[config.mk]
export PLATFORM = sky130hd
export DESIGN_NAME = d_cache_req_arb
export DESIGN_NICKNAME = d
export VERILOG_FILES = /design/src/rtl/d_cache_param_pkg.sv /design/src/rtl/d_cache_arb_tag_table.sv /design/src/rtl/d_cache_req_arb.sv
export SDC_FILE = /design/constraint.sdc
export NUM_CORES = 1
export LEC_CHECK = 0
export ABC_CLOCK_PERIOD_IN_PS = 4300
export CAP_MARGIN = 40
export CORE_ASPECT_RATIO = 0.7
export CORE_UTILIZATION = 39
export CTS_CLUSTER_DIAMETER = 120
export DETAILED_ROUTE_END_ITERATION = 8
export GPL_ROUTABILITY_DRIVEN = 0
export HOLD_SLACK_MARGIN = 0.06
export PLACE_DENSITY = 0.81
export SLEW_MARGIN = 20
export SYNTH_ARGS = -nofsm -noshare
export SYNTH_HDL_FRONTEND = slang
export SYNTH_HIERARCHICAL = 1
export SYNTH_SLANG_ARGS = --single-unit
[constraint.sdc]
create_clock -name clk -period 4.3 [get_ports clk]
set_input_delay 0.86 -clock clk [delete_from_list [all_inputs] [get_ports clk]]
set_output_delay 0.86 -clock clk [all_outputs]
set_load 0.02 [all_outputs]
[src/rtl/d_cache_param_pkg.sv]
// d_cache_param_pkg
//   Shared d_cache types and sizing constants.
//   - t_req / t_rd_rsp: the core-side request and read-response structs.
//   - D_ARB_*: sizing of the request arbiter (d_cache_req_arb).
//   - t_arb_tag_entry: one in-flight read slot of the arbiter.
//   - d_arb_next_src: round-robin successor with wrap at num_req-1.
package d_cache_param_pkg;

  localparam int ADDR_W   = 32;
  localparam int DATA_W   = 32;
  localparam int REG_ID_W = 5;

  typedef enum logic {
    OP_RD = 1'b0,
    OP_WR = 1'b1
  } t_opcode;

  typedef struct packed {
    logic                valid;
    t_opcode             opcode;
    logic [ADDR_W-1:0]   address;
    logic [DATA_W-1:0]   data;
    logic [REG_ID_W-1:0] reg_id;
  } t_req;

  typedef struct packed {
    logic                valid;
    logic [DATA_W-1:0]   data;
    logic [REG_ID_W-1:0] reg_id;
  } t_rd_rsp;

  // Arbiter sizing. NUM_TAGS must not exceed 2**REG_ID_W because the tag
  // travels to the cache in the reg_id field.
  localparam int D_ARB_NUM_REQ  = 2;
  localparam int D_ARB_NUM_TAGS = 8;
  localparam int D_ARB_TAG_W    = $clog2(D_ARB_NUM_TAGS);
  localparam int D_ARB_SRC_W    = (D_ARB_NUM_REQ > 1) ? $clog2(D_ARB_NUM_REQ) : 1;

  typedef struct packed {
    logic                   busy;
    logic [D_ARB_SRC_W-1:0] src_id;
    logic [REG_ID_W-1:0]    orig_reg_id;
  } t_arb_tag_entry;

  function automatic logic [D_ARB_SRC_W-1:0] d_arb_next_src(
    input logic [D_ARB_SRC_W-1:0] cur,
    input int                     num_req
  );
    if (int'(cur) >= num_req - 1) return '0;
    return cur + 1'b1;
  endfunction

endpackage

[src/rtl/d_cache_arb_tag_table.sv]
// d_cache_arb_tag_table
//   In-flight read slot table of d_cache_req_arb.
//   Ports:
//     clk, rst        clock, synchronous active-high reset (frees every slot)
//     alloc_en        claim slot alloc_tag for {alloc_src, alloc_reg_id}
//     alloc_tag       lowest-index free slot, from registered state only
//     full            no free slot this cycle
//     lookup_id       reg_id carried by a cache response (the tag)
//     lookup_hit      lookup_id names a slot that is currently busy
//     lookup_src      requester that owns the looked-up slot
//     lookup_orig     original reg_id stored in the looked-up slot
//     free_en         release slot free_tag at the next edge
//     free_tag        slot to release
//   A slot freed this cycle only becomes free after the edge, so the
//   encoder never hands it out in the same cycle it is released.
module d_cache_arb_tag_table
  import d_cache_param_pkg::*;
#(
  parameter int NUM_TAGS = D_ARB_NUM_TAGS,
  parameter int TAG_W    = $clog2(NUM_TAGS)
) (
  input  logic                   clk,
  input  logic                   rst,
  input  logic                   alloc_en,
  input  logic [D_ARB_SRC_W-1:0] alloc_src,
  input  logic [REG_ID_W-1:0]    alloc_reg_id,
  output logic [TAG_W-1:0]       alloc_tag,
  output logic                   full,
  input  logic [REG_ID_W-1:0]    lookup_id,
  output logic                   lookup_hit,
  output logic [D_ARB_SRC_W-1:0] lookup_src,
  output logic [REG_ID_W-1:0]    lookup_orig,
  input  logic                   free_en,
  input  logic [TAG_W-1:0]       free_tag
);

  t_arb_tag_entry table_q [NUM_TAGS];
  t_arb_tag_entry lookup_entry;
  logic           lookup_in_range;

  // Lowest free slot: scan downwards so the last hit is the lowest index.
  always_comb begin
    alloc_tag = '0;
    full      = 1'b1;
    for (int t = NUM_TAGS - 1; t >= 0; t--) begin
      if (!table_q[t].busy) begin
        alloc_tag = TAG_W'(t);
        full      = 1'b0;
      end
    end
  end

  // Response tags outside the table count as "not in use".
  always_comb begin
    lookup_in_range = (int'(lookup_id) < NUM_TAGS);
    lookup_entry    = table_q[lookup_id[TAG_W-1:0]];
    lookup_hit      = lookup_in_range && lookup_entry.busy;
    lookup_src      = lookup_entry.src_id;
    lookup_orig     = lookup_entry.orig_reg_id;
  end

  // Allocation targets a free slot and freeing targets a busy one, so the
  // two writes never collide on the same entry.
  always_ff @(posedge clk) begin
    if (rst) begin
      for (int t = 0; t < NUM_TAGS; t++) begin
        table_q[t] <= '0;
      end
    end else begin
      if (free_en) begin
        table_q[free_tag].busy <= 1'b0;
      end
      if (alloc_en) begin
        table_q[alloc_tag] <= '{busy: 1'b1, src_id: alloc_src, orig_reg_id: alloc_reg_id};
      end
    end
  end

endmodule

[src/rtl/d_cache_req_arb.sv]
// d_cache_req_arb
//   Shares the single d_cache core port between NUM_REQ requesters.
//   Ports:
//     clk, rst         clock, synchronous active-high reset
//     req_in[N]        per-requester request
//     req_ready[N]     request i accepted this cycle (one-hot or zero)
//     rsp_out[N]       per-requester read response, original reg_id restored
//     arb2cache_req    request to the cache, reg_id replaced by the tag (RD) or 0 (WR)
//     cache_ready      cache can take a request this cycle
//     cache2arb_rsp    cache read response, reg_id is the tag
//     arb_err          1-cycle pulse: a response carried a tag not in use
//   Configuration macro: D_CACHE_ARB_FIXED_PRIO_EN
//     defined   -> fixed priority, lowest index wins, no round-robin pointer
//     undefined -> round-robin starting at rr_ptr
//   NUM_REQ / NUM_TAGS must match the D_ARB_* values of d_cache_param_pkg,
//   since the tag entry fields are sized there.
//
// Handshake: a request transfers in any cycle where req_in[i].valid and
// req_ready[i] are both high; req_ready is combinational on the same cycle
// and never asserted without valid. The cache side transfers when
// arb2cache_req.valid and cache_ready are both high, which by construction
// is the same cycle as the requester transfer. Responses carry no ready:
// rsp_out[i].valid is a single-cycle strobe that the requester must sink.
module d_cache_req_arb
  import d_cache_param_pkg::*;
#(
  parameter int NUM_REQ  = D_ARB_NUM_REQ,
  parameter int NUM_TAGS = D_ARB_NUM_TAGS
) (
  input  logic               clk,
  input  logic               rst,
  input  t_req               req_in [NUM_REQ],
  output logic [NUM_REQ-1:0] req_ready,
  output t_rd_rsp            rsp_out [NUM_REQ],
  output t_req               arb2cache_req,
  input  logic               cache_ready,
  input  t_rd_rsp            cache2arb_rsp,
  output logic               arb_err
);

  localparam int TAG_W = $clog2(NUM_TAGS);
  localparam int SRC_W = D_ARB_SRC_W;

  logic [NUM_REQ-1:0] eligible;
  logic               any_eligible;
  logic               grant_valid;
  logic [SRC_W-1:0]   winner;
  logic               win_is_rd;

  logic               tag_full;
  logic [TAG_W-1:0]   alloc_tag;
  logic               alloc_en;
  logic               lookup_hit;
  logic [SRC_W-1:0]   lookup_src;
  logic [REG_ID_W-1:0] lookup_orig;
  logic               rsp_hit;

  // Writes never need a tag, so only reads are blocked by a full table.
  always_comb begin
    eligible = '0;
    for (int i = 0; i < NUM_REQ; i++) begin
      eligible[i] = req_in[i].valid && ((req_in[i].opcode == OP_WR) || !tag_full);
    end
  end

`ifdef D_CACHE_ARB_FIXED_PRIO_EN
  // Lowest index wins; scanning downwards leaves the lowest hit in winner.
  always_comb begin
    winner       = '0;
    any_eligible = 1'b0;
    for (int i = NUM_REQ - 1; i >= 0; i--) begin
      if (eligible[i]) begin
        winner       = SRC_W'(i);
        any_eligible = 1'b1;
      end
    end
  end
`else
  logic [SRC_W-1:0] rr_ptr;

  // First eligible at/after rr_ptr. Scanning the offsets downwards leaves
  // the smallest offset (closest to rr_ptr) in winner.
  always_comb begin
    int idx;
    idx          = 0;
    winner       = '0;
    any_eligible = 1'b0;
    for (int k = NUM_REQ - 1; k >= 0; k--) begin
      idx = int'(rr_ptr) + k;
      if (idx >= NUM_REQ) idx = idx - NUM_REQ;
      if (eligible[idx]) begin
        winner       = SRC_W'(idx);
        any_eligible = 1'b1;
      end
    end
  end

  // The pointer moves only on an actual transfer.
  always_ff @(posedge clk) begin
    if (rst) begin
      rr_ptr <= '0;
    end else if (grant_valid) begin
      rr_ptr <= d_arb_next_src(winner, NUM_REQ);
    end
  end
`endif

  assign grant_valid = any_eligible && cache_ready;
  assign win_is_rd   = (req_in[winner].opcode == OP_RD);
  assign alloc_en    = grant_valid && win_is_rd;

  always_comb begin
    req_ready     = '0;
    arb2cache_req = '0;
    if (grant_valid) begin
      req_ready[winner]    = 1'b1;
      arb2cache_req        = req_in[winner];
      arb2cache_req.reg_id = win_is_rd ? REG_ID_W'(alloc_tag) : '0;
    end
  end

  d_cache_arb_tag_table #(
    .NUM_TAGS (NUM_TAGS),
    .TAG_W    (TAG_W)
  ) u_tag_table (
    .clk          (clk),
    .rst          (rst),
    .alloc_en     (alloc_en),
    .alloc_src    (winner),
    .alloc_reg_id (req_in[winner].reg_id),
    .alloc_tag    (alloc_tag),
    .full         (tag_full),
    .lookup_id    (cache2arb_rsp.reg_id),
    .lookup_hit   (lookup_hit),
    .lookup_src   (lookup_src),
    .lookup_orig  (lookup_orig),
    .free_en      (rsp_hit),
    .free_tag     (cache2arb_rsp.reg_id[TAG_W-1:0])
  );

  assign rsp_hit = cache2arb_rsp.valid && lookup_hit;

  // Response register: route to the owner with its reg_id restored; any
  // response whose tag is not busy is dropped and flagged.
  always_ff @(posedge clk) begin
    if (rst) begin
      for (int i = 0; i < NUM_REQ; i++) begin
        rsp_out[i] <= '0;
      end
      arb_err <= 1'b0;
    end else begin
      for (int i = 0; i < NUM_REQ; i++) begin
        rsp_out[i] <= '0;
        if (rsp_hit && (int'(lookup_src) == i)) begin
          rsp_out[i].valid  <= 1'b1;
          rsp_out[i].data   <= cache2arb_rsp.data;
          rsp_out[i].reg_id <= lookup_orig;
        end
      end
      arb_err <= cache2arb_rsp.valid && !lookup_hit;
    end
  end

endmodule

==> impl_results.md <==
* Top post-synthesis cells by area: dfxtp_1 (29%), edfxtp_1 (24%), nand2_1 (9.5%)
* Syn Inst Count at between 600 and 700
* Total wire length at 19.5 mm
* Die Y at 105 um
* Nature of the critical path endpoint: output pin
* CTS Hold Bufs at 0
* Final Skew at between 0.009 and 0.01 ns
* Max cap viols at 0
* Crit path DAT at 3.28 ns
* PnR Total Power at between 3 and 4 mW
* Switching Share at roughly a quarter
* Largest net degree at the start of global routing at 70
* Crit path cell chain: and4_4 > nor2b_1 > nor2b_1 > o211ai_4 > clkinv_2 > buf_12 > nand2_1 > a21oi_1 > clkdlybuf4s50_1
* Sum Neg Setup Slack at 0 ns
* Relative slew margins at 48.9%
* Number of gates resized after cts at 0
* First DRT Iteration DRCs at approximately 440
* Initial antenna violation count at 0
* Combinational share of power at 16.3%
* Max-slew violation count at 0
* Die Wd at between 100 and 150 um
* Die ar. at ~0.016 mm2
* Fmax achieved at roughly 240 MHz
* Fraction of final layout cells with drive strength greater than 1 at about a tenth
* Antenna viol nets, final at 0
* Number of global-route vias before repair at approximately 5500
* CTS buffer count at 17
* Clk slew on worst S/H paths at around 0.06 ns
* Io pins at approximately 330
* CP Max Fanout at 25
* Unrepaired setup endpoints after global routing: false
* WP buf/inv at 3
* Peak supply drop at approximately 0.25 mV
* # port buffers at 330
* Floorplan row count at 37
* Startpoint types: register
* Tmin final at between 4 and 5 ns
* Mapped Area at around 0.0059 mm2
* Status: finished, final reports clean
* Post-CTS Setup Inserts at 0
* Routed len/inst at about 17 um
* Total track usage at 24.9%
* Min-delay worst type: register to register
* Most frequent CP cell: nor2b_1
* Grt total ovfl at 0
* Residual DRC at 0
* Least-Margin Pin Slew at around 0.77 ns
* Sequential cell area at 0.00316 mm2
* CTS tree: built
* Area delta synth->final at 70.4%
* Setup Viol. Count Final at 0
* Fin nets at roughly 1100
* Clock Latency Late Sink at between 0.4 and 0.5 ns
* Starting density of the core at approximately two fifths
* Total inserted antenna cells at 0
* Crit path kind: register to output pin
* CTS HTree Levels at 4
* Post-Route Hold Slack at 0.508 ns
* Area of the multi-input gates at roughly 0.0025 mm2
* Clock Path Buffers at 2
* Fin crit share at 96.3%
* CP max-delay cell: clkdlybuf4s50_1
* Total clock sinks at 134
* Switching pwr at roughly 0.85 mW
* Reg power frac at a little under 40%
* Top-area cell type share of the netlist area at between 20% and 30%
* Internal power at 2.57 mW
* Post-synth top area cell: dfxtp_1
* Fillers at ~1100
* Critical path data required time at around 3.4 ns
* Clock Power Share at 44.6%
* P_leak at 3.86 nW
* Total number of vias at approximately 5700
* Seq cells post-synth at between 100 and 150
* Sequential area share after synthesis at 53.2%
* Drt first pass iters at 5
* First-pass GRT wire length at around 30 mm
* Hold Vio Cnt, Final at 0
* Dpl hpwl at approximately 14 mm
* Post-Syn Area per Cell at about 9.5 um2
* Root Driver: clkbuf_16
* Count of different cell masters after synthesis at 40
* Pwr Density at ~340 mW/mm2
* DR vias/cell at about 4.9
* Core area at roughly 0.015 mm2
* CP delay by family, top: buffers and inverters
* Slowest cell delay on critical path at between 0.6 and 0.7 ns
* Yosys warns at 6
[sequential cells by signal (all words and copies together), names as in the netlist]
| register | count |
|---|---|
| arb_err | 1 |
| rr_ptr | 1 |
| rsp_out | 76 |
| u_tag_table/table_q | 56 |
[final cells by class]
type | count | share of cell area (%)
inverters | 16 | 0.606
clock buffers | 19 | 4.70
multi-input cells | 428 | 24.7
flip-flops and latches | 134 | 31.2
well taps | 195 | 2.41
repair buffers | 354 | 34.9
clock inverters | 13 | 1.52
[cell usage after synthesis]
| library cell | number |
|---|---|
| nand2_1 | 151 |
| dfxtp_1 | 86 |
| and2_1 | 76 |
| a21oi_1 | 67 |
| edfxtp_1 | 48 |
| nor3_1 | 41 |
| clkbuf_1 | 21 |
| buf_2 | 19 |
| o21ai_0 | 17 |
| mux4_2 | 13 |
| nor3_2 | 10 |
| inv_1 | 9 |
| nand3_1 | 8 |
| nor3b_1 | 7 |
| clkinv_1 | 6 |
| mux2_2 | 6 |
| nor2b_1 | 5 |
| buf_4 | 4 |
| nor2_1 | 4 |
| nand2b_1 | 3 |
| buf_6 | 2 |
| mux2i_1 | 2 |
| o311ai_0 | 2 |
| a21boi_2 | 1 |
| a31o_2 | 1 |
| a31oi_1 | 1 |
| and4_4 | 1 |
| buf_12 | 1 |
| conb_1 | 1 |
| inv_2 | 1 |
| mux4_1 | 1 |
| nand3b_1 | 1 |
| nand4_2 | 1 |
| nand4b_1 | 1 |
| o211ai_1 | 1 |
| o211ai_2 | 1 |
| o21ai_1 | 1 |
| o2bb2ai_1 | 1 |
| o32ai_1 | 1 |
| or3b_1 | 1 |
[worst register-to-register path, stage by stage, from the launching register on]
cell	delay, ns
dfxtp_1	0.35
and4_4	0.23
nor2b_1	0.18
nor2b_1	0.18
o2bb2ai_1	0.23
nand2_2	0.20
nor2_1	0.14
nor2b_1	0.22
a21boi_2	0.21
or3b_1	0.53
o21ai_0	0.21
buf_4	0.19
[layer usage]
metal	GRT usage [%]	routed length, um
met4	7.22	284
met1	32.5	8270
met3	6.67	1440
met5	0	0
met2	40.3	9490
[final timing paths]
check                                          startpoint                         to  slack, ns  cells past startpoint
worst max-delay path            u_tag_table/table_q[1][6]          arb2cache_req[10]       0.16                      9
worst min-delay path                               rr_ptr                     rr_ptr       0.51                      2
worst max register to register  u_tag_table/table_q[1][6]  u_tag_table/table_q[3][5]       1.13                     11
worst min register to register                     rr_ptr                     rr_ptr       0.51                      2
[layout by cell type (no fill, tap or decap), types with 2 or more instances in the layout]
| master | netlist | layout |
|---|---|---|
| clkdlybuf4s50_1 | 0 | 330 |
| and2_1 | 76 | 76 |
| nand2b_1 | 3 | 3 |
| dfxtp_1 | 86 | 86 |
| nand2_1 | 151 | 150 |
| conb_1 | 1 | 2 |
| o311ai_0 | 2 | 2 |
| edfxtp_1 | 48 | 48 |
| nor3_1 | 41 | 40 |
| bufinv_16 | 0 | 2 |
| mux4_2 | 13 | 13 |
| nand3_1 | 8 | 8 |
| nor3_2 | 10 | 11 |
| mux2_2 | 6 | 6 |
| inv_4 | 0 | 2 |
| buf_2 | 19 | 2 |
| buf_12 | 1 | 4 |
| nor2_1 | 4 | 4 |
| buf_4 | 4 | 18 |
| nor3b_1 | 7 | 6 |
| o21ai_0 | 17 | 17 |
| inv_6 | 0 | 5 |
| a21oi_1 | 67 | 67 |
| clkinv_4 | 0 | 3 |
| nor2b_1 | 5 | 5 |
| inv_1 | 9 | 9 |
| clkbuf_16 | 0 | 19 |
| clkinv_1 | 6 | 6 |
| mux2i_1 | 2 | 2 |
[through the flow]
step	util, %	instances	cell area [um2]	setup slack (ns)
after floorplan	-	625	5940	1.06
after global placement	64.2	1125	9480	0.303
after detailed placement	64.3	1127	9490	0.287
after CTS	68.5	1159	10100	0.111
after global routing	68.5	1159	10100	0.00779
final	68.5	1159	10100	0.158
[power by group through the flow]
stage / clock network (mW) / registers (mW) / logic (mW)
floorplan: 0 / 1.37 / 0.235
global placement: 0 / 1.37 / 0.547
detailed placement: 0 / 1.37 / 0.551
CTS: 1.54 / 1.34 / 0.556
global route: 1.60 / 1.34 / 0.595
finish: 1.52 / 1.34 / 0.556
[cells by family (layout without fill, tap and decap cells)]
logic type | Yosys count | in the layout | synth area share [%]
buf+inv | 63 | 402 | 5.16
flops | 134 | 134 | 53.2
simple gates | 310 | 310 | 26.2
other cells | 1 | 2 | 0.0631
compound gates | 94 | 94 | 8.53
mux | 22 | 22 | 6.84
Note: power is estimated with default switching activity, not from simulation.
